### config.mk
export PLATFORM = sky130hd
export DESIGN_NAME = lemming_track_flat
export DESIGN_NICKNAME = d
export VERILOG_FILES = /design/src/rtl/lemming_track_if.sv /design/src/rtl/lemming_track.sv /design/src/flat_wrapper.sv
export SDC_FILE = /design/constraint.sdc
export NUM_CORES = 1
export LEC_CHECK = 0
export ABC_CLOCK_PERIOD_IN_PS = 3300
export CAP_MARGIN = 20
export CELL_PAD_IN_SITES_DETAIL_PLACEMENT = 0
export CELL_PAD_IN_SITES_GLOBAL_PLACEMENT = 1
export CORE_UTILIZATION = 45
export CTS_BUF_LIST = sky130_fd_sc_hd__clkbuf_2 sky130_fd_sc_hd__clkbuf_4 sky130_fd_sc_hd__clkbuf_8
export CTS_CLUSTER_SIZE = 8
export DETAILED_ROUTE_END_ITERATION = 10
export PLACE_DENSITY = 0.91
export RECOVER_POWER = 50
export SLEW_MARGIN = 20
export SYNTH_ARGS = -nofsm -noshare
export SYNTH_HDL_FRONTEND = slang
export SYNTH_SLANG_ARGS = --single-unit
### constraint.sdc
create_clock -name clk -period 3.3 [get_ports clk]
set_input_delay 0.33 -clock clk [delete_from_list [all_inputs] [get_ports clk]]
set_output_delay 0.33 -clock clk [all_outputs]
set_load 0.02 [all_outputs]
### src/rtl/lemming_track_if.sv
// Bundle between the lemming track model and its host: walker direction,
// wall-map write port and the track status returned to the walker.
interface lemming_track_if #(
  parameter int TRACK_LEN = 16
) ();
  localparam int AW = $clog2(TRACK_LEN);

  logic          enable;
  logic          walk_left;
  logic          walk_right;
  logic          wall_we;
  logic [AW-1:0] wall_addr;
  logic          wall_set;
  logic          bump_left;
  logic          bump_right;
  logic [AW-1:0] pos;
  logic          wall_err;
  logic [15:0]   bounce_count;

  modport master (
    output enable, walk_left, walk_right, wall_we, wall_addr, wall_set,
    input  bump_left, bump_right, pos, wall_err, bounce_count
  );

  modport slave (
    input  enable, walk_left, walk_right, wall_we, wall_addr, wall_set,
    output bump_left, bump_right, pos, wall_err, bounce_count
  );
endinterface

### src/rtl/lemming_track.sv
// One-dimensional track world around the lemming walker: holds position and
// wall map, steps once per STEP_DIV cycles and pulses bump_* into walls/ends.
module lemming_track #(
  parameter int TRACK_LEN = 16,
  parameter int STEP_DIV  = 4,
  parameter int START_POS = 0
) (
  input  logic           clk,
  input  logic           rst_n,
  lemming_track_if.slave trk
);
  localparam int AW = $clog2(TRACK_LEN);
  localparam int CW = (STEP_DIV > 1) ? $clog2(STEP_DIV) : 1;
  localparam logic [AW-1:0] LAST_POS  = AW'(TRACK_LEN - 1);
  localparam logic [AW-1:0] RESET_POS = AW'(START_POS);
  localparam logic [CW-1:0] LAST_CNT  = CW'(STEP_DIV - 1);
  localparam logic [AW:0]   LEN_EXT   = (AW+1)'(TRACK_LEN);

  logic [AW-1:0]        pos_q, pos_d;
  logic [TRACK_LEN-1:0] wall_q, wall_d;
  logic [CW-1:0]        cnt_q, cnt_d;
  logic                 bump_l_q, bump_l_d;
  logic                 bump_r_q, bump_r_d;
  logic                 wall_err_q, wall_err_d;
  logic [15:0]          bounce_q, bounce_d;

  logic tick, step_ok, left_blk, right_blk, wr_reject;

  // NOTE: combinational next-state uses blocking '=' with every output given a
  // default at the top, so no path can leave a signal unassigned (no latch).
  always_comb begin
    pos_d      = pos_q;
    wall_d     = wall_q;
    cnt_d      = cnt_q;
    bump_l_d   = 1'b0;
    bump_r_d   = 1'b0;
    wall_err_d = 1'b0;
    bounce_d   = bounce_q;

    tick    = trk.enable && (cnt_q == LAST_CNT);
    // A bump still on the wire means the walker has not turned yet.
    step_ok = tick && !(bump_l_q || bump_r_q) && (trk.walk_left ^ trk.walk_right);
    // Out-of-range neighbour reads only occur at the track ends, where the
    // end-of-track term already forces the result.
    left_blk  = (pos_q == '0)       || wall_q[pos_q - AW'(1)];
    right_blk = (pos_q == LAST_POS) || wall_q[pos_q + AW'(1)];
    wr_reject = ({1'b0, trk.wall_addr} >= LEN_EXT) ||
                (trk.wall_set && (trk.wall_addr == pos_q));

    if (trk.enable) cnt_d = (cnt_q == LAST_CNT) ? '0 : cnt_q + CW'(1);

    if (step_ok) begin
      if (trk.walk_left) begin
        if (left_blk) bump_l_d = 1'b1;
        else          pos_d    = pos_q - AW'(1);
      end else begin
        if (right_blk) bump_r_d = 1'b1;
        else           pos_d    = pos_q + AW'(1);
      end
    end

    if ((bump_l_d || bump_r_d) && (bounce_q != 16'hFFFF)) bounce_d = bounce_q + 16'd1;

    // The tick above already sampled the pre-write map and pre-move position.
    if (trk.wall_we) begin
      if (wr_reject) wall_err_d = 1'b1;
      else           wall_d[trk.wall_addr] = trk.wall_set;
    end
  end

  // NOTE: the wall map is a small flop vector, not a RAM, so it takes the
  // asynchronous reset like every other state bit.
  always_ff @(posedge clk or negedge rst_n) begin
    if (!rst_n) begin
      pos_q      <= RESET_POS;
      wall_q     <= '0;
      cnt_q      <= '0;
      bump_l_q   <= 1'b0;
      bump_r_q   <= 1'b0;
      wall_err_q <= 1'b0;
      bounce_q   <= '0;
    end else begin
      pos_q      <= pos_d;
      wall_q     <= wall_d;
      cnt_q      <= cnt_d;
      bump_l_q   <= bump_l_d;
      bump_r_q   <= bump_r_d;
      wall_err_q <= wall_err_d;
      bounce_q   <= bounce_d;
    end
  end

  assign trk.pos          = pos_q;
  assign trk.bump_left    = bump_l_q;
  assign trk.bump_right   = bump_r_q;
  assign trk.wall_err     = wall_err_q;
  assign trk.bounce_count = bounce_q;
endmodule

### src/flat_wrapper.sv
// flat-port wrapper written by rule: the top's interface ports become plain ports
module lemming_track_flat 
#(
  parameter int TRACK_LEN = 16,
  parameter int STEP_DIV  = 4,
  parameter int START_POS = 0
)
  (clk, rst_n, trk_enable, trk_walk_left, trk_walk_right, trk_wall_we, trk_wall_addr, trk_wall_set, trk_bump_left, trk_bump_right, trk_pos, trk_wall_err, trk_bounce_count);
  lemming_track_if #(.TRACK_LEN(TRACK_LEN)) trk_i ();
  input  logic clk;
  input  logic rst_n;
  input wire logic [$bits(trk_i.enable)-1:0] trk_enable;
  input wire logic [$bits(trk_i.walk_left)-1:0] trk_walk_left;
  input wire logic [$bits(trk_i.walk_right)-1:0] trk_walk_right;
  input wire logic [$bits(trk_i.wall_we)-1:0] trk_wall_we;
  input wire logic [$bits(trk_i.wall_addr)-1:0] trk_wall_addr;
  input wire logic [$bits(trk_i.wall_set)-1:0] trk_wall_set;
  output wire logic [$bits(trk_i.bump_left)-1:0] trk_bump_left;
  output wire logic [$bits(trk_i.bump_right)-1:0] trk_bump_right;
  output wire logic [$bits(trk_i.pos)-1:0] trk_pos;
  output wire logic [$bits(trk_i.wall_err)-1:0] trk_wall_err;
  output wire logic [$bits(trk_i.bounce_count)-1:0] trk_bounce_count;
  assign trk_i.enable = trk_enable;
  assign trk_i.walk_left = trk_walk_left;
  assign trk_i.walk_right = trk_walk_right;
  assign trk_i.wall_we = trk_wall_we;
  assign trk_i.wall_addr = trk_wall_addr;
  assign trk_i.wall_set = trk_wall_set;
  assign trk_bump_left = trk_i.bump_left;
  assign trk_bump_right = trk_i.bump_right;
  assign trk_pos = trk_i.pos;
  assign trk_wall_err = trk_i.wall_err;
  assign trk_bounce_count = trk_i.bounce_count;
  lemming_track #(.TRACK_LEN(TRACK_LEN), .STEP_DIV(STEP_DIV), .START_POS(START_POS)) u_core (.clk(clk), .rst_n(rst_n), .trk(trk_i));
endmodule
; ---- Word-level counts from Yosys, hierarchy flattened
; Cells that the tools add are included.
[word_totals]
ff_bits = 41
in_bits = 11
output_inout_bits = 23
elab_cells = 56
[classes]
addsub = 4
order_cmp = 4
n_eq_ne = 6
n_mux = 19
n_bitwise = 2
n_reduce_logical = 14
[ops]
columns = cell, count
row1 = 16-bit by 1-bit adder with 16-bit output (second input constant), 1
row2 = 16-bit bitwise mux, 1
row3 = 16-bit != test (second input constant), 1
row4 = 4-bit by 5-bit < comparator with 1-bit output (second input constant), 3
row5 = 4-bit two-way mux, 3
row6 = 1-bit two-way mux, 11
row7 = 1-bit binary-select mux with 4-bit select, 2
row8 = 1-bit logical AND, 6
row9 = 4-bit by 1-bit adder with 4-bit output (second input constant), 1
row10 = 1-bit demux with 4-bit select, 1
row11 = 4-bit equality test, 1
row12 = 4-bit equality test (second input constant), 1
row13 = 4-bit by 1-bit greater-or-equal comparator with 1-bit output (second input constant), 1
row14 = 4-bit zero test, 1
row15 = 1-bit logical OR, 4
row16 = 2-bit != test (second input constant), 2
row17 = 4-bit by 1-bit subtractor with 4-bit output (second input constant), 1
row18 = 3-bit AND reduction, 1
row19 = 2-bit by 1-bit adder with 2-bit output (second input constant), 1
row20 = 2-bit equality test (second input constant), 1
row21 = 2-bit two-way mux, 1
row22 = 2-bit AND reduction, 1
row23 = 1-bit zero test, 1
row24 = 1-bit inverter, 1
row25 = 1-bit XOR, 1

; ---- Longest topological paths before layout
; Gate-level depths: netlist (run 1).
[depth]
ltp_word = 9
depth_mapped = 11
ltp_nobuf = 8

; ---- Worst setup path after synthesis (run 1)
; No wires, ideal clock.
[synth_timing]
path_kind = register -> register
startpoint = register u_core.pos_q[1] (netlist: u_core.trk.pos[1])
endpoint = register u_core.bounce_q[11] (netlist: u_core.trk.bounce_count[11])
setup_ps = 80
arrival_ps = 2707
required_time_ps = 3220
setup_slack_ps = 513
path_stages_with_launch = 12
n_path_buf = 3
synth_period_minus_slack_ps = 2787
cell_sequence = dfrtp_1 -> clkbuf_1 -> inv_1 -> ha_1 -> buf_2 -> mux4_1 -> a21oi_1 -> o31ai_2 -> o211ai_4 -> buf_12 -> nor4_4 -> xor2_1
[synth_via]
elab_chain_len = 9
elab_cells_between_ends = 18
cone_classes = 2 x add/sub / 1 x eq/ne / 10 x mux / 5 x reduce/logical
[synth_lines]
columns = element, line
row1 = "start, declared", lemming_track.sv:19  ; logic [AW-1:0] pos_q, pos_d;
row2 = "start signal, assigned", lemming_track.sv:83  ; pos_q <= pos_d;
row3 = 4-bit by 1-bit subtractor with 4-bit output / 4-bit by 1-bit adder with 4-bit output (equally long branches), "lemming_track.sv:45, lemming_track.sv:46"
row4 = "1-bit binary-select mux with 4-bit select, on equally long branches", "lemming_track.sv:45, lemming_track.sv:46"
row5 = "1-bit two-way mux, on equally long branches", "lemming_track.sv:45, lemming_track.sv:46"
row6 = "1-bit logical OR, on equally long branches", "lemming_track.sv:45, lemming_track.sv:46"
row7 = "1-bit two-way mux, on equally long branches", "lemming_track.sv:54, lemming_track.sv:57"
row8 = 1-bit two-way mux, lemming_track.sv:53  ; if (trk.walk_left) begin
row9 = 1-bit two-way mux, lemming_track.sv:52  ; if (step_ok) begin
row10 = 1-bit logical OR (*), lemming_track.sv:62  ; if ((bump_l_d || bump_r_d) && (bounce_q != 16'hFFFF)) bounce_d = bounce_q + 16'd1;
row11 = 1-bit logical AND (*), lemming_track.sv:62
row12 = "end signal, assigned", lemming_track.sv:89  ; bounce_q <= bounce_d;
row13 = "end, declared", lemming_track.sv:25  ; logic [15:0] bounce_q, bounce_d;
; Every way passes the cells marked *; elsewhere a longest branch is shown, timed or not. The select of a mux whose other input is x is not followed.
; A chain may end at the register's enable or synchronous reset.

; ---- Final worst setup path (run 1)
[layout_timing]
startpoint = register u_core.pos_q[1] (netlist: u_core.trk.pos[1])
endpoint = register u_core.bounce_q[1] (netlist: u_core.trk.bounce_count[1])
; Same word-level chain as after synthesis.

==> results of run 1 <==
## critical path, stage by stage (launching register included)
cell and delay, ns:
dfrtp_1 0.53, inv_1 0.14, ha_1 0.54, mux4_1 0.36
a21oi_1 0.20, o31ai_2 0.14, o211ai_4 0.53, nor2_2 0.12
mux2_2 0.29
## sequential cells by signal, indices dropped and copies added (netlist names)
name,cells
u_core.trk.bump_right,1
u_core.trk.bounce_count,16
u_core.trk.wall_err,1
u_core.trk.pos,4
u_core.cnt_q,2
u_core.trk.bump_left,1
u_core.wall_q,16
## kinds of logic after synthesis
group,after synthesis
AO/OA/AOI/OAI,24
XOR/XNOR,25
adder cells (fa/ha/maj),5
buffers and inverters,23
flip-flops,41
multiplexers,33
AND/OR/NAND/NOR,91
## stage by stage
stage / total power [uW] / setup slack (ns)
after floorplan: 1650 / 0.513
after global placement: 1840 / 0.438
after detailed placement: 1860 / 0.353
after CTS: 2200 / 0.320
after global routing: 2340 / 0.101
final: 2180 / 0.332
## cell usage after synthesis, drive strengths merged
cell type	number
a2111o	1
a211oi	2
a21bo	1
a21boi	1
a21o	1
a21oi	2
a22oi	1
a31o	1
a41o	1
a41oi	1
and2	3
and3	2
and3b	1
and4	1
buf	6
clkbuf	7
dfrtp	41
ha	5
inv	10
mux2	19
mux2i	6
mux4	8
nand2	23
nand2b	4
nand3	12
nand4	3
nor2	16
nor2b	3
nor3	9
nor3b	2
nor4	9
nor4b	1
o2111ai	2
o211ai	4
o21a	1
o21ai	3
o31ai	2
or3	1
or4	1
xnor2	12
xor2	13
## routing by layer
metal / vias to the layer above / GRT usage, % / wire, um
li1: 938 / - / -
met1: 957 / 25.2 / 2470
met2: 22 / 29.1 / 2390
met3: 7 / 3.14 / 105
met4: 0 / 4.81 / 59
met5: - / 0 / 0
## worst max-delay path by stage
stage,start,slack (ns),endpoint
floorplan,u_core.trk.pos[1],0.51,u_core.trk.bounce_count[11]
global placement,u_core.trk.pos[1],0.44,u_core.trk.bounce_count[1]
detailed placement,u_core.trk.pos[1],0.35,u_core.trk.bounce_count[1]
CTS,u_core.trk.pos[1],0.32,u_core.trk.bounce_count[1]
global route,u_core.trk.pos[1],0.10,u_core.trk.bounce_count[1]
finish,u_core.trk.pos[1],0.33,u_core.trk.bounce_count[1]
## final cells by class
type / instances / area, um^2 / share of cell area, %
sequential: 41 / 1030 / 33.3
multi-input combinational: 178 / 1480 / 48.1
tap: 72 / 90.1 / 2.93
clock buffer: 6 / 82.6 / 2.68
inverter: 10 / 37.5 / 1.22
clock inverter: 1 / 7.51 / 0.244
timing repair buffer: 37 / 354 / 11.5
## power groups by stage
stage	sequential, uW	combinational [uW]	clock (uW)
3_3_place_gp	750	1090	0
2_1_floorplan	740	912	0
4_1_cts	750	1110	349
3_5_place_dp	760	1100	0
6_report	748	1090	335
5_1_grt	770	1200	375
==> impl_metrics.toml, run 1 <==
[run_status]
status = "complete, but fails checks"
violations = "capacitance limit, slew limit"

[clock_network]
ctsRootBufferMaster = "clkbuf_8"
post_cts_buffers = 0
clock_path_buffers = 2
cts_tree = "done"
cts-resized-gates = 0
cts_buffers = 5
clk_pin_slew_worst_paths_ns = 0.08
numClockSinks = 41
cts_hold_buf = 0
clkLatencyLatePin_ns = 0.29
cts_max_level = 2

[yosys]
synthAdderAreaFrac_pct = 2.38
synthCells = 242
synth_cell_types = 55
syn_area_um2 = 2630
synthXorXnorAreaFrac_pct = 8.33
yosysTopAreaCellShare_pct = 39.0
yosysSeqAreaShare_pct = 39.0
syn_nets = 258
synth_top_family_by_area = "simple AND/OR/NAND/NOR gates"
synth_top_area_cell = "dfrtp_1"
synth_area_leaders = "dfrtp_1, mux2_2, mux4_1"
synth_compound_area_share_pct = 7.99
syn_area_per_cell_um2 = 10.9
yosys.area_share.simple_pct = 19.6
synth_seq_cells = 41
synth_mux_area_share_pct = 18.0
yosysWarningCount = 0

[power_and_ir_drop]
p_sw_share_pct = 39.7
p_int_uw = 1310
power_frac_seq_pct = 34.4
leakagePower_uw = 0.00133
pwr-share-clk_pct = 15.4
ir_drop_mv = 0.349
p_per_area_nw_per_um2 = 707
p_comb_share_pct = 50.2
p_switching_uw = 864

[die]
die_area_um2 = 6150
die_h_um = 78.5
io_pins = 34
core_area_um2 = 5570
start_util_pct = 47.2
die_width_um = 78.5
row_count = 27

[placed_design]
gp_congestion = 0.869
dpl-instance-area_um2 = 2990
dp_hpwl_mm = 3.68
portBuffers = 33
dp_cells = 338

[worst_setup_path]
worstReg2RegEnd = "u_core.trk.bounce_count[1]"
cp_max_fo = 17
timing.rr.start = "u_core.trk.pos[1]"
cp.required_ns = 3.48
crit_path_start_kind = "flop"
arrival_ns = 3.15
end_kind = "flop"
critPathKind = "reg -> reg"
ff2ff_path_depth = 8
reg2reg_slack_ns = 0.33

[min_path]
worstHoldPathCells = 1
hold_end = "u_core.trk.bounce_count[5]"
hold_path.startpoint = "u_core.trk.bounce_count[5]"
worstHoldPathType = "reg -> reg"

[sta]
hold_slack_ns = 0.482
rsz0062_at_grt = "no"
fmax_ghz = 0.337
finClkSkew_ns = 0.00465
finalMaxSlewViolations = 42
fin_crit_ns = 2.97
fin_tns_setup_ns = 0
worst_slew_pin_slew_ns = 2.15
min_period_over_period_pct = 89.9
setup-violations-final = 0
max-slew-margin-rel_pct = -43.2
final_hold_viol_count = 0

[routing]
drtIter0Drc = 91
wl_per_cell_um = 14.6
routed_wl_mm = 5.03
ant_nets = 0
dr.pass1.iters = 4
route.detailed.drc = 0
viasPerCell = 5.58
vias = 1924

[grt]
grt_pass1_wl_mm = 8.81
grt_start_max_net_pins = 42
antenna_found_initial = 0
grt.total_usage_pct = 18.1
grt-ovfl-total = 0
grt_pass1_vias = 1874

[final_layout]
mostFrequentLayoutCell = "dfrtp_1"
final_cell_area_um2 = 3080
diodes = 0
areaGrowthSynthToFinish_pct = 17.0
drive_gt1_share_pct = 16.5
final_cells = 345
fillers = 496
layout_common_cells = "dfrtp_1, nand2_1, clkdlybuf4s50_1, mux2_2, nor2_1"
final_util_pct = 55.2
final_nets = 289

[job]
max-cap-violations = 1
No activity file was read; power rests on OpenSTA's default activity.
==> run 2, diff against run 1 <==
ABC_CLOCK_PERIOD_IN_PS = default   (was 3300)
CORE_UTILIZATION = 44   (was 45)
CTS_BUF_LIST = default   (was sky130_fd_sc_hd__clkbuf_2 sky130_fd_sc_hd__clkbuf_4 sky130_fd_sc_hd__clkbuf_8)
PLACE_DENSITY = default   (was 0.91)
PLACE_DENSITY_LB_ADDON = 0.1   (was default)
==> impl_metrics.toml, run 2 (synthesized netlist as in run 1, its figures left out) <==
[run_status]
status = "complete, but fails checks"
violations = "capacitance limit, slew limit"

[die]
io_pins = 34
die_h_um = 79.3
start_util_pct = 46.6
core_area_um2 = 5640
die_area_um2 = 6290
row_count = 27
die_width_um = 79.3

[sta]
finalMaxSlewViolations = 42
hold_slack_ns = 0.481
setup-violations-final = 0
worst_slew_pin_slew_ns = 2.26
setup_ws_ns = 0.478
max-slew-margin-rel_pct = -50.7
finClkSkew_ns = 0.00885
fmax_ghz = 0.354
fin_tns_setup_ns = 0
fin_crit_ns = 2.82
rsz0062_at_grt = "no"
min_period_over_period_pct = 85.5
final_hold_viol_count = 0

[power_and_ir_drop]
leakagePower_uw = 0.00135
p_per_area_nw_per_um2 = 725
power_frac_seq_pct = 33.0
power_uw = 2250
p_int_uw = 1340
p_comb_share_pct = 50.6
pwr-share-clk_pct = 16.4
p_switching_uw = 915
ir_drop_mv = 0.321
p_sw_share_pct = 40.6

[routing]
route.detailed.drc = 0
viasPerCell = 5.59
dr.pass1.iters = 4
routed_wl_mm = 5.64
drtIter0Drc = 113
vias = 1947
ant_nets = 0
wl_per_cell_um = 16.2

[grt]
antenna_found_initial = 0
grt-ovfl-total = 0
grt_start_max_net_pins = 42
grt.total_usage_pct = 20.1
grt_pass1_wl_mm = 9.63
grt_pass1_vias = 1990

[final_layout]
areaGrowthSynthToFinish_pct = 18.0
final_nets = 291
final_cells = 348
mostFrequentLayoutCell = "dfrtp_1"
layout_common_cells = "dfrtp_1, nand2_1, clkdlybuf4s50_1, mux2_2, nor2_1"
fillers = 510
diodes = 0
drive_gt1_share_pct = 17.4

[clock_network]
ctsRootBufferMaster = "clkbuf_8"
numClockSinks = 41
clock_path_buffers = 2
cts_buffers = 5
post_cts_buffers = 0
cts_tree = "done"
cts_hold_buf = 0
cts-resized-gates = 0
cts_max_level = 2
clkLatencyLatePin_ns = 0.30
clk_pin_slew_worst_paths_ns = 0.08

[placed_design]
gp_congestion = 0.770
pre_cts_ws_ns = 0.478
dp_cells = 340
dp_hpwl_mm = 3.89
portBuffers = 33

[min_path]
hold_end = "u_core.trk.bounce_count[10]"
worstHoldPathCells = 1
hold_path.startpoint = "u_core.trk.bounce_count[10]"
worstHoldPathType = "reg -> reg"

[worst_setup_path]
end_kind = "flop"
critPathKind = "reg -> reg"
ff2ff_path_depth = 8
reg2reg_slack_ns = 0.48
crit_path_start_kind = "flop"
timing.rr.start = "u_core.trk.pos[1]"
arrival_ns = 3.01
cp.required_ns = 3.49
cp_max_fo = 17
worstReg2RegEnd = "u_core.trk.bounce_count[1]"

[job]
max-cap-violations = 1
==> run 2: worst max-delay path, stage by stage, from the launching register on <==
cell and delay [ns]:
dfrtp_1 0.36, inv_1 0.09, ha_1 0.57, mux4_1 0.38, a21oi_1 0.20, o31ai_2 0.13
o211ai_4 0.58, nor2_2 0.12, mux2_2 0.29
==> run 2: layer usage <==
metal / vias up / wire, um / GRT usage (%)
met3: 7 / 212 / 4.60
met4: 0 / 89 / 8.55
met5: - / 0 / 0
met1: 964 / 2800 / 26.9
met2: 33 / 2540 / 31.2
li1: 943 / - / -
==> run 2: worst max-delay path by stage <==
stage                            from                     endpoint  slack (ns)  cells past startpoint
floorplan           u_core.trk.pos[1]  u_core.trk.bounce_count[11]        0.51                     11
global placement    u_core.trk.pos[1]   u_core.trk.bounce_count[1]        0.54                      8
detailed placement  u_core.trk.pos[1]   u_core.trk.bounce_count[1]        0.48                      8
CTS                 u_core.trk.pos[1]   u_core.trk.bounce_count[1]        0.45                      8
global route        u_core.trk.pos[1]   u_core.trk.bounce_count[1]        0.30                      8
finish              u_core.trk.pos[1]   u_core.trk.bounce_count[1]        0.48                      8
==> run 2: per-stage QoR <==
| step | area (um^2) | utilization (%) |
|---|---|---|
| floorplan | 2630 | - |
| global placement | 3000 | 53.2 |
| detailed placement | 3000 | 53.2 |
| CTS | 3110 | 55.0 |
| global route | 3100 | 55.0 |
| finish | 3100 | 55.0 |
==> run 2: cell type report <==
| class | count | area, um^2 | share of cell area [%] |
|---|---|---|---|
| inverters | 10 | 37.5 | 1.21 |
| flip-flops and latches | 41 | 1030 | 33.1 |
| multi-input cells | 178 | 1480 | 47.7 |
| clock inverters | 1 | 5.00 | 0.161 |
| well taps | 72 | 90.1 | 2.90 |
| repair buffers | 39 | 369 | 11.9 |
| clock buffers | 7 | 96.3 | 3.10 |
==> run 2: power groups by stage <==
stage,registers (uW),logic [uW],clock network [uW]
after global routing,761,1230,405
after floorplan,740,912,0
after CTS,739,1150,384
after detailed placement,748,1140,0
after global placement,747,1120,0
final,742,1140,369
==> run 3, diff against run 2 <==
clock period = 2.9 ns   (was 3.3 ns; I/O delays follow)
==> impl_metrics.toml, run 3 (synthesized netlist as in run 1, its figures left out) <==
[grt]
grt_start_max_net_pins = 42
antenna_found_initial = 0
grt-ovfl-total = 0
grt_pass1_vias = 1924
grt_pass1_wl_mm = 9.56
grt.total_usage_pct = 19.9

[final_layout]
drive_gt1_share_pct = 18.3
diodes = 0
layout_common_cells = "dfrtp_1, clkdlybuf4s50_1, nand2_1, mux2_2, nor2_1"
final_cells = 351
areaGrowthSynthToFinish_pct = 20.0
mostFrequentLayoutCell = "dfrtp_1"
final_nets = 294

[placed_design]
dp_cells = 343
dp_hpwl_mm = 4.05
gp_congestion = 0.790
portBuffers = 33

[routing]
route.detailed.drc = 0
viasPerCell = 5.54
wl_per_cell_um = 15.5
vias = 1945
routed_wl_mm = 5.46
ant_nets = 0
dr.pass1.iters = 4
drtIter0Drc = 60

[sta]
fin_crit_ns = 2.69
min_period_over_period_pct = 92.8
finalMaxSlewViolations = 42
final_hold_viol_count = 0
rsz0062_at_grt = "no"
worst_slew_pin_slew_ns = 2.22
fin_tns_setup_ns = 0
finClkSkew_ns = 0.00744
max-slew-margin-rel_pct = -47.7
setup-violations-final = 0
fmax_ghz = 0.371

[clock_network]
clock_path_buffers = 2
ctsRootBufferMaster = "clkbuf_8"
clk_pin_slew_worst_paths_ns = 0.08
cts_max_level = 2
cts_hold_buf = 0
cts_buffers = 5
numClockSinks = 41
cts_tree = "done"
clkLatencyLatePin_ns = 0.30

[power_and_ir_drop]
p_per_area_nw_per_um2 = 836
ir_drop_mv = 0.508
leakagePower_uw = 0.00137

[worst_setup_path]
ff2ff_path_depth = 8
cp_max_fo = 21
critPathKind = "reg -> reg"
cp.required_ns = 3.09
reg2reg_slack_ns = 0.21
cpPeakStageDelay_ns = 0.53
path_cells = "buf_12, ha_1, mux4_2, a22oi_1, o31ai_2, o211ai_4, nor2_2, mux2_2"
crit_path_start_kind = "flop"
arrival_ns = 2.88
cp_slowest_cell = "o211ai_4"
crit_buf_inv = 1
crit_family = "compound AO/OA/AOI/OAI gates"
worst-path-stages = 8
end_kind = "flop"

[die]
io_pins = 34
die_width_um = 79.3
core_area_um2 = 5640
die_h_um = 79.3
die_area_um2 = 6290
start_util_pct = 46.6
row_count = 27

[min_path]
worstHoldPathCells = 1
worstHoldPathType = "reg -> reg"

[job]
max-cap-violations = 1

[run_status]
violations = "capacitance limit, slew limit"
status = "complete, but fails checks"
## run 3: per-layer routing
layer / global-route usage, % / vias up / part of all wire [%]
met5: 0 / - / 0
met2: 29.4 / 35 / 44
met3: 4.37 / 6 / 4.2
met1: 28.9 / 952 / 51
met4: 6.00 / 0 / 1.3
li1: - / 952 / -
## run 3: path summary, 6_finish.rpt
kind	endpoint	start
worst max-delay path	u_core.trk.bounce_count[1]	u_core.trk.pos[0]
worst min-delay path	u_core.trk.bounce_count[10]	u_core.trk.bounce_count[10]
worst max register to register	u_core.trk.bounce_count[1]	u_core.trk.pos[0]
worst min register to register	u_core.trk.bounce_count[10]	u_core.trk.bounce_count[10]
max in group asynchronous	u_core.wall_q[13]	rst_n
min in group asynchronous	u_core.wall_q[6]	rst_n
## run 3: where the power goes
group	internal [uW]	switching (uW)	leakage, uW	total, uW
clock	281	198	0.0000585	479
sequential	692	160	0.000520	852
combinational	648	661	0.000790	1310
total	1620	1020	0.00137	2640
## run 3: final cells by class
cell class,instances,area [um^2]
Clock inverter,1,30.0
Fill cell,516,2480
Inverter,10,37.5
Sequential cell,41,1030
Timing Repair Buffer,42,404
Multi-Input combinational cell,178,1480
Clock buffer,7,86.3
Tap cell,72,90.1
## run 3: stage by stage
step	setup WS, ns	total power, uW	instance area, um^2	utilization [%]	hold WS, ns
finish	0.207	2640	3160	56.0	0.482
global route	0.00504	2840	3160	56.0	0.510
CTS	0.106	2670	3160	55.9	0.165
detailed placement	0.132	2170	3040	53.9	0.480
global placement	0.157	2150	3040	53.9	0.476
floorplan	0.113	1880	2630	-	-0.00559
## run 3: repair_timing
action | CTS | global route
gates resized for setup | 0 | 1
setup endpoints to repair | 0 | 13
buffers inserted | 0 | 0
